--- src/rtl/homing_pkg.sv ---
// homing_pkg: channel state encoding and prescaler divisor helper shared by the homing timer.
package homing_pkg;

  typedef enum logic [1:0] {
    IDLE   = 2'd0,
    WAIT   = 2'd1,
    ACTIVE = 2'd2,
    DONE   = 2'd3
  } state_t;

  function automatic int prescale_div(input int clk_hz, input int tick_hz);
    return clk_hz / tick_hz;
  endfunction

endpackage

--- src/rtl/homing_channel.sv ---
// homing_channel: one armed delay-then-hold sequencer counting shared timebase ticks.
module homing_channel
  import homing_pkg::*;
#(
  parameter int CNT_W = 8
) (
  input  logic             clk,
  input  logic             rst_n,
  input  logic             tick,
  input  logic             arm,
  input  logic [CNT_W-1:0] delay,
  input  logic [CNT_W-1:0] hold,
  output logic             enable,
  output logic             done
);

  state_t           state;
  logic [CNT_W-1:0] count;

  // count only decrements from >=2, so a zero count in ACTIVE always means "hold forever"
  always_ff @(posedge clk) begin
    if (!rst_n) begin
      state  <= IDLE;
      count  <= '0;
      enable <= 1'b0;
      done   <= 1'b0;
    end else begin
      done <= 1'b0;
      if (!arm) begin
        state  <= IDLE;
        enable <= 1'b0;
      end else begin
        unique case (state)
          IDLE: begin
            state <= WAIT;
            count <= delay;
          end
          WAIT: begin
            if (~|count || (tick && count == CNT_W'(1))) begin
              state  <= ACTIVE;
              count  <= hold;
              enable <= 1'b1;
            end else if (tick) begin
              count <= count - CNT_W'(1);
            end
          end
          ACTIVE: begin
            if (tick && |count) begin
              if (count == CNT_W'(1)) begin
                state  <= DONE;
                enable <= 1'b0;
                done   <= 1'b1;
              end else begin
                count <= count - CNT_W'(1);
              end
            end
          end
          DONE: state <= DONE;
        endcase
      end
    end
  end

endmodule

--- src/rtl/homing_timer_multi.sv ---
// homing_timer_multi: N-channel armed delay/hold sequencer sharing one tick prescaler.
// Define HOMING_SYNC_IN_EN to pass each in_enable bit through a 2-flop synchronizer.
module homing_timer_multi
  import homing_pkg::*;
#(
  parameter int CLK_HZ  = 12000000,
  parameter int TICK_HZ = 1,
  parameter int N_CH    = 4,
  parameter int CNT_W   = 8
) (
  input  logic                  clk,
  input  logic                  rst_n,
  input  logic [N_CH-1:0]       in_enable,
  input  logic [N_CH*CNT_W-1:0] delay,
  input  logic [N_CH*CNT_W-1:0] hold,
  output logic [N_CH-1:0]       enable,
  output logic [N_CH-1:0]       done,
  output logic                  tick
);

  localparam int DIV = prescale_div(CLK_HZ, TICK_HZ);
  localparam int PW  = $clog2(DIV);

  logic [PW-1:0]   pre;
  logic            wrap;
  logic [N_CH-1:0] arm;

  assign wrap = pre == PW'(DIV - 1);

  // free-running so arming never restarts the timebase
  always_ff @(posedge clk) begin
    if (!rst_n) begin
      pre  <= '0;
      tick <= 1'b0;
    end else begin
      pre  <= wrap ? '0 : pre + PW'(1);
      tick <= wrap;
    end
  end

`ifdef HOMING_SYNC_IN_EN
  logic [N_CH-1:0] sync_a, sync_b;
  always_ff @(posedge clk) begin
    if (!rst_n) begin
      sync_a <= '0;
      sync_b <= '0;
    end else begin
      sync_a <= in_enable;
      sync_b <= sync_a;
    end
  end
  assign arm = sync_b;
`else
  assign arm = in_enable;
`endif

  for (genvar i = 0; i < N_CH; i++) begin : g_ch
    homing_channel #(.CNT_W(CNT_W)) u_ch (
      .clk   (clk),
      .rst_n (rst_n),
      .tick  (tick),
      .arm   (arm[i]),
      .delay (delay[i*CNT_W +: CNT_W]),
      .hold  (hold[i*CNT_W +: CNT_W]),
      .enable(enable[i]),
      .done  (done[i])
    );
  end

endmodule
--- config.mk ---
export PLATFORM = sky130hd
export DESIGN_NAME = homing_timer_multi
export DESIGN_NICKNAME = d
export VERILOG_FILES = /design/src/rtl/homing_pkg.sv /design/src/rtl/homing_channel.sv /design/src/rtl/homing_timer_multi.sv
export SDC_FILE = /design/constraint.sdc
export NUM_CORES = 1
export LEC_CHECK = 0
export BUFFER_PORTS_ARGS = -buffer_cell sky130_fd_sc_hd__buf_4
export CAP_MARGIN = 0
export CORE_MARGIN = 1.5
export CORE_UTILIZATION = 31
export CTS_BUF_LIST = sky130_fd_sc_hd__clkbuf_4 sky130_fd_sc_hd__clkbuf_8
export CTS_CLUSTER_DIAMETER = 100
export DETAILED_ROUTE_END_ITERATION = 12
export GPL_ROUTABILITY_DRIVEN = 0
export PLACE_DENSITY = 0.45
export SYNTH_ARGS = -nofsm -noshare
export SYNTH_HDL_FRONTEND = slang
export SYNTH_HIERARCHICAL = 1
export SYNTH_SLANG_ARGS = --single-unit
--- constraint.sdc ---
create_clock -name clk -period 5.77 [get_ports clk]
set_input_delay 1.154 -clock clk [delete_from_list [all_inputs] [get_ports clk]]
set_output_delay 1.154 -clock clk [all_outputs]
set_load 0.1 [all_outputs]
==> out/summary.txt, run 1 <==
Outcome: finished, final reports clean
Chip height: 129 um
WL/cell: 15.1 um
Final WL: 13.4 mm
Synth Flop Type: dfxtp_1
Port Buffers: 78
Die area: 16700 um2
Static Leak: 2.24 nW
Yosys warns: 6
Area leader, netlist: dfxtp_1
Crit path buf inv count: 2
Final min period: 2700 ps
GR Util All Layers: 0.164
Max stage delay cell, worst path: buf_4
Slew margin rel.: 0.476
Initial Utilization: 0.321
Number of buffers created by CTS: 9
Slew Viols, Final: 0
Critical path type: in2reg
CTS Hold Bufs: 0
Final hold viol count: 0
CTS tree: yes
Worst Skew: 7.54 ps
Synth Cell Area: 4930 um2
Top cells by count, synth: dfxtp_1 (73), nor2_1 (63), o21ai_0 (52)
Worst setup EP type: flop
Std cell rows: 45
Clk Latency, worst-skew pair: 360 ps
HP Class: reg2reg
First-pass GRT wire length: 22.0 mm
P&R area growth vs syn: 19.6%
ANT cells: 0
DIE WIDTH: 129 um
Cell-by-cell trace of the critical path: buf_4 > clkinv_1 > or4_1 > o32ai_1
RSZ-0062 raised after global routing: false
Post-synth ARST share: 0
Synth top area share: 0.296
Most numerous cell in the Yosys netlist: dfxtp_1
Post-cts resize count: 0
Tot Pwr: 1.70 mW
Initial antenna violation count: 0
F_max: 371 MHz
Final core utilization: 0.384
Count of different cell masters after synthesis: 48
Syn Nets: 704
Post-synthesis sequential area ratio: 0.296
Post-synth EDFFs: 0
DP HPWL: 9.80 mm
Layout Nets: 778
Worst IR Drop VDD: 0.158 mV
Pwr/cell area: 287 nW/um2
Reg clk slew, reported paths: 80 ps
Syn Area/Cell: 8.21 um2
Synthesized instance count: 601
CTS Buffer Depth: 2
Crit share post-route: 0.467
Clk sinks: 73
Fin Setup TNS: 0 ps
Crit-path max FO: 76
Vias in the first global route: 4490
H-Tree Level Count: 3
Critical Path RT: 6040 ps
Layout cell share with drive strength beyond 1: 0.174
FF+latch count, synth: 73
Largest net degree at the start of global routing: 77
Vias/cell: 5.33
Clk root buf: clkbuf_8
Synth area leaders: dfxtp_1 (30%), ha_1 (8.4%), o21ai_0 (5.3%)
CP Launch Type: input port
Io pins: 79
Crit path DAT: 2960 ps
Setup Fix Bufs, Post-CTS: 0
WHS: 463 ps
Post-DRT Antenna Nets: 0
Grt ovf: 0
Crit path max-delay family: buffers and inverters
Count of max-cap constraint violations: 0
Setup-failing EPs final: 0
Initial DRC Count: 244
Max stage delay on crit path: 610 ps
Vias: 4752
Core area: 15400 um2
DRC viols: 0
Drt first pass iters: 4
Slew @ Worst Pin: 786 ps
layout make-up:
cell class                      count  area (um2)
Sequential cell                    73        1460
Fill cell                        1612        9470
Multi-Input combinational cell    463        3180
Timing Repair Buffer               79         593
Clock buffer                       13         154
Inverter                           49         184
Tap cell                          211         264
Clock inverter                      3        65.1
cells in the final DEF (no fill, tap or decap), drive strengths merged, types with 4 or more instances in the layout:
cell type	netlist	routed
a2111oi	4	4
a211oi	8	8
a21o	4	4
a21oi	20	20
a221oi	4	4
a311o	4	4
a31oi	9	9
a32o	24	24
and3	8	8
buf	10	79
clkbuf	6	13
dfxtp	73	73
ha	33	33
inv	48	48
nand2	35	35
nand2b	5	5
nand3	33	33
nand4	16	16
nor2	63	63
nor2b	4	4
nor3	19	19
o211ai	12	12
o21a	4	4
o21ai	57	57
o221ai	12	12
o311a	4	4
o31ai	11	11
o32ai	4	4
or3	14	14
or4	15	15
xnor2	16	16
xor2	13	13
registers in the layout, indices dropped and copies added, names as in the netlist:
name	cells
tick	1
pre	24
g_ch.u_ch/count	32
g_ch.u_ch/done	4
g_ch.u_ch/enable	4
g_ch.u_ch/state	8
routing by layer:
layer	global-route usage	up-vias	routed length (um)
met4	0.0449	0	180
met2	0.281	104	6360
li1	-	2401	-
met3	0.0392	9	543
met1	0.207	2238	6330
met5	0	-	0
final timing paths:
kind | endpoint | slack (ps) | depth (start not counted) | startpoint
setup / recovery | pre[20] | 3070 | 4 | rst_n
setup reg to reg | pre[9] | 3550 | 4 | pre[10]
hold / removal | pre[0] | 460 | 1 | pre[0]
hold reg to reg | pre[0] | 460 | 1 | pre[0]
power breakdown:
part           switching, mW  internal (mW)  total (mW)
registers             0.0629          0.551       0.614
logic                  0.362          0.262       0.624
clock network          0.195          0.263       0.458
total                  0.620           1.08        1.70
logic make-up after synthesis:
kind of cell    count (synthesis)  synth area share
fa+ha+maj                      33            0.0837
buf+inv                        65            0.0599
flops                          73             0.296
xor+xnor                       29            0.0515
simple gates                  218             0.228
compound gates                183             0.281
through the flow:
step                instances  instance area [um2]  setup WS [ps]
finish                    891                 5900           3070
global route              891                 5900           2960
CTS                       891                 5900           3060
detailed placement        875                 5680           2720
global placement          875                 5680           2770
floorplan                 601                 4930           3360
worst register-to-register path, cell delays in order (launching register included):
cell,delay [ps]
dfxtp_1,370
or4b_1,570
or4_4,660
o21ai_4,410
nor2_1,90
(Power assumes the default switching activity.)
==> run 2: changes to the inputs <==
==> constraint.sdc (replaced) <==
create_clock -name clk -period 2.6 [get_ports clk]
set_input_delay 0.52 -clock clk [delete_from_list [all_inputs] [get_ports clk]]
set_output_delay 0.52 -clock clk [all_outputs]
set_load 0.1 [all_outputs]
==> run 2 against run 1 <==
Hold slack better by 4.9 ps. Sequential power is 120% higher. Clock power up 150%. Clock-buffer cell count shrank 2. Register-to-register slack got worse by 3100 ps. Non-clock buffer count stayed put. Via count shrank 1.1%. Setup slack got worse by 2600 ps. Critical path type is now reg2reg. Largest power group unchanged.
==> out/summary.txt, run 2 (same netlist as run 1, synthesis figures left out) <==
Chip height: 129 um (unchanged)
Initial Utilization: 0.321 (unchanged)
Crit-path max FO: 16 (was 76)
RR Startpoint: g_ch[2].u_ch/state[1] (was pre[10])
Clk Latency, worst-skew pair: 370 ps (was 360 ps)
Grt ovf: 0 (unchanged)
Pwr/cell area: 656 nW/um2 (was 287 nW/um2)
Count of max-cap constraint violations: 0 (unchanged)
Worst Skew: 7.73 ps (was 7.54 ps)
Most frequent cells in the layout: buf_4 (78), dfxtp_1 (73), nor2_1 (63) (was buf_4 (79), dfxtp_1 (73), nor2_1 (63))
Outcome: finished, final reports clean (unchanged)
Reg clk slew, reported paths: 80 ps (about the same)
Clk root buf: clkbuf_8 (unchanged)
HP Class: reg2reg (unchanged)
DIE WIDTH: 129 um (unchanged)
Vias: 4700 (was 4752)
Final WL: 13.8 mm (was 13.4 mm)
Path depth of the worst reg2reg path: 7 (was 4)
Vias in the first global route: 4684 (was 4490)
CTS Buffer Depth: 2 (unchanged)
Initial DRC Count: 258 (was 244)
Vias/cell: 5.27 (was 5.33)
F_max: 467 MHz
ANT cells: 0 (unchanged)
Post-DRT Antenna Nets: 0 (unchanged)
Core area: 15400 um2 (unchanged)
Setup-failing EPs final: 0 (unchanged)
CTS tree: yes (unchanged)
First-pass GRT wire length: 22.8 mm (was 22.0 mm)
Top flop regs: g_ch.u_ch/count x32, pre x24, g_ch.u_ch/state x8 (unchanged)
Setup Fix Bufs, Post-CTS: 0 (unchanged)
Crit share post-route: 0.823
R2R Setup Slk: 460 ps (was 3550 ps)
Port Buffers: 78 (unchanged)
DP HPWL: 10.1 mm (was 9.80 mm)
Max reg flops: 32 (unchanged)
Commonest non-fill, non-tap cell in the layout: buf_4 (unchanged)
Slew @ Worst Pin: 741 ps (was 786 ps)
Number of buffers created by CTS: 9 (unchanged)
Slew Viols, Final: 0 (unchanged)
CTS Hold Bufs: 0 (unchanged)
Initial antenna violation count: 0 (unchanged)
Layout cell share with drive strength beyond 1: 0.174 (unchanged)
WL/cell: 15.4 um (was 15.1 um)
Layout Nets: 778 (unchanged)
Std cell rows: 45 (unchanged)
GR Util All Layers: 0.171 (was 0.164)
DRC viols: 0 (unchanged)
Slew margin rel.: 0.505 (was 0.476)
Static Leak: 2.25 nW (was 2.24 nW)
Crit path DAT: 2400 ps (was 2960 ps)
P&R area growth vs syn: 20.4% (was 19.6%)
Final hold viol count: 0 (unchanged)
H-Tree Level Count: 3 (unchanged)
Final core utilization: 0.386 (was 0.384)
RSZ-0062 raised after global routing: false (unchanged)
Drt first pass iters: 4 (unchanged)
CP Launch Type: flop (was input port)
Placed Area: 5690 um2 (was 5680 um2)
Final Cell Area: 5940 um2 (was 5900 um2)
Worst Setup EP: g_ch[2].u_ch/count[2] (was pre[20])
Critical Path RT: 2860 ps (was 6040 ps)
Largest net degree at the start of global routing: 66 (was 77)
Die area: 16700 um2 (unchanged)
Tot Pwr: 3.89 mW (was 1.70 mW)
Worst setup EP type: flop (unchanged)
Worst IR Drop VDD: 0.272 mV (was 0.158 mV)
Io pins: 79 (unchanged)
Hold Path Stages: 1 (unchanged)
Post-cts resize count: 0 (unchanged)
Largest register by flop count: g_ch.u_ch/count (unchanged)
Critical path launch point: g_ch[2].u_ch/state[1] (was rst_n)
Fin Setup TNS: 0 ps (unchanged)
Clk sinks: 73 (unchanged)
Worst R2R End: g_ch[2].u_ch/count[2] (was pre[9])
Filler cell count: 1639 (was 1612)
Critical path type: reg2reg (was in2reg)
Final min period: 2140 ps
## run 2: changes by cell type in the layout (fill, tap and decap cells not counted), sizes merged
cell,change
clkbuf,-2
bufinv,+1
clkinvlp,+1
## run 2: critical path: stages (launching register included)
cell	delay, ps
dfxtp_1	340
inv_1	110
ha_1	310
inv_1	130
a311o_1	330
a31oi_4	470
nor2_1	100
a32o_1	230
## run 2: routing by layer
layer	vias up	wire length (um)	track usage
met4	0	249	0.0549
met1	2199	6430	0.213
met5	-	0	0
met3	18	560	0.0446
li1	2400	-	-
met2	83	6520	0.290
## run 2: worst min path at each step
stage                      start                    end  slack (ps)
floorplan                 pre[0]                 pre[0]         430
global placement          pre[0]                 pre[0]         440
detailed placement        pre[0]                 pre[0]         460
CTS                 in_enable[1]  g_ch[1].u_ch/state[0]         440
global route            delay[9]  g_ch[1].u_ch/count[1]         480
finish                    pre[0]                 pre[0]         470
## run 2: report_power, final
| part | switching, mW | internal, mW |
|---|---|---|
| registers | 0.141 | 1.22 |
| clock network | 0.463 | 0.673 |
| logic | 0.808 | 0.587 |
| total | 1.41 | 2.48 |
## run 2: final cells by class
| cell class | instances | area [um2] | share of cell area |
|---|---|---|---|
| multi-input combinational | 463 | 3180 | 0.535 |
| sequential | 73 | 1460 | 0.246 |
| timing repair buffer | 79 | 606 | 0.102 |
| tap | 211 | 264 | 0.0444 |
| inverter | 49 | 184 | 0.0310 |
| clock buffer | 11 | 145 | 0.0244 |
| clock inverter | 5 | 103 | 0.0173 |
## run 2: metrics by stage
stage | setup slack (ps) | instances | hold WS (ps)
global route | 289 | 891 | 485
global placement | 497 | 875 | 441
detailed placement | 469 | 875 | 461
CTS | 444 | 891 | 442
finish | 460 | 891 | 468
floorplan | 315 | 601 | 426
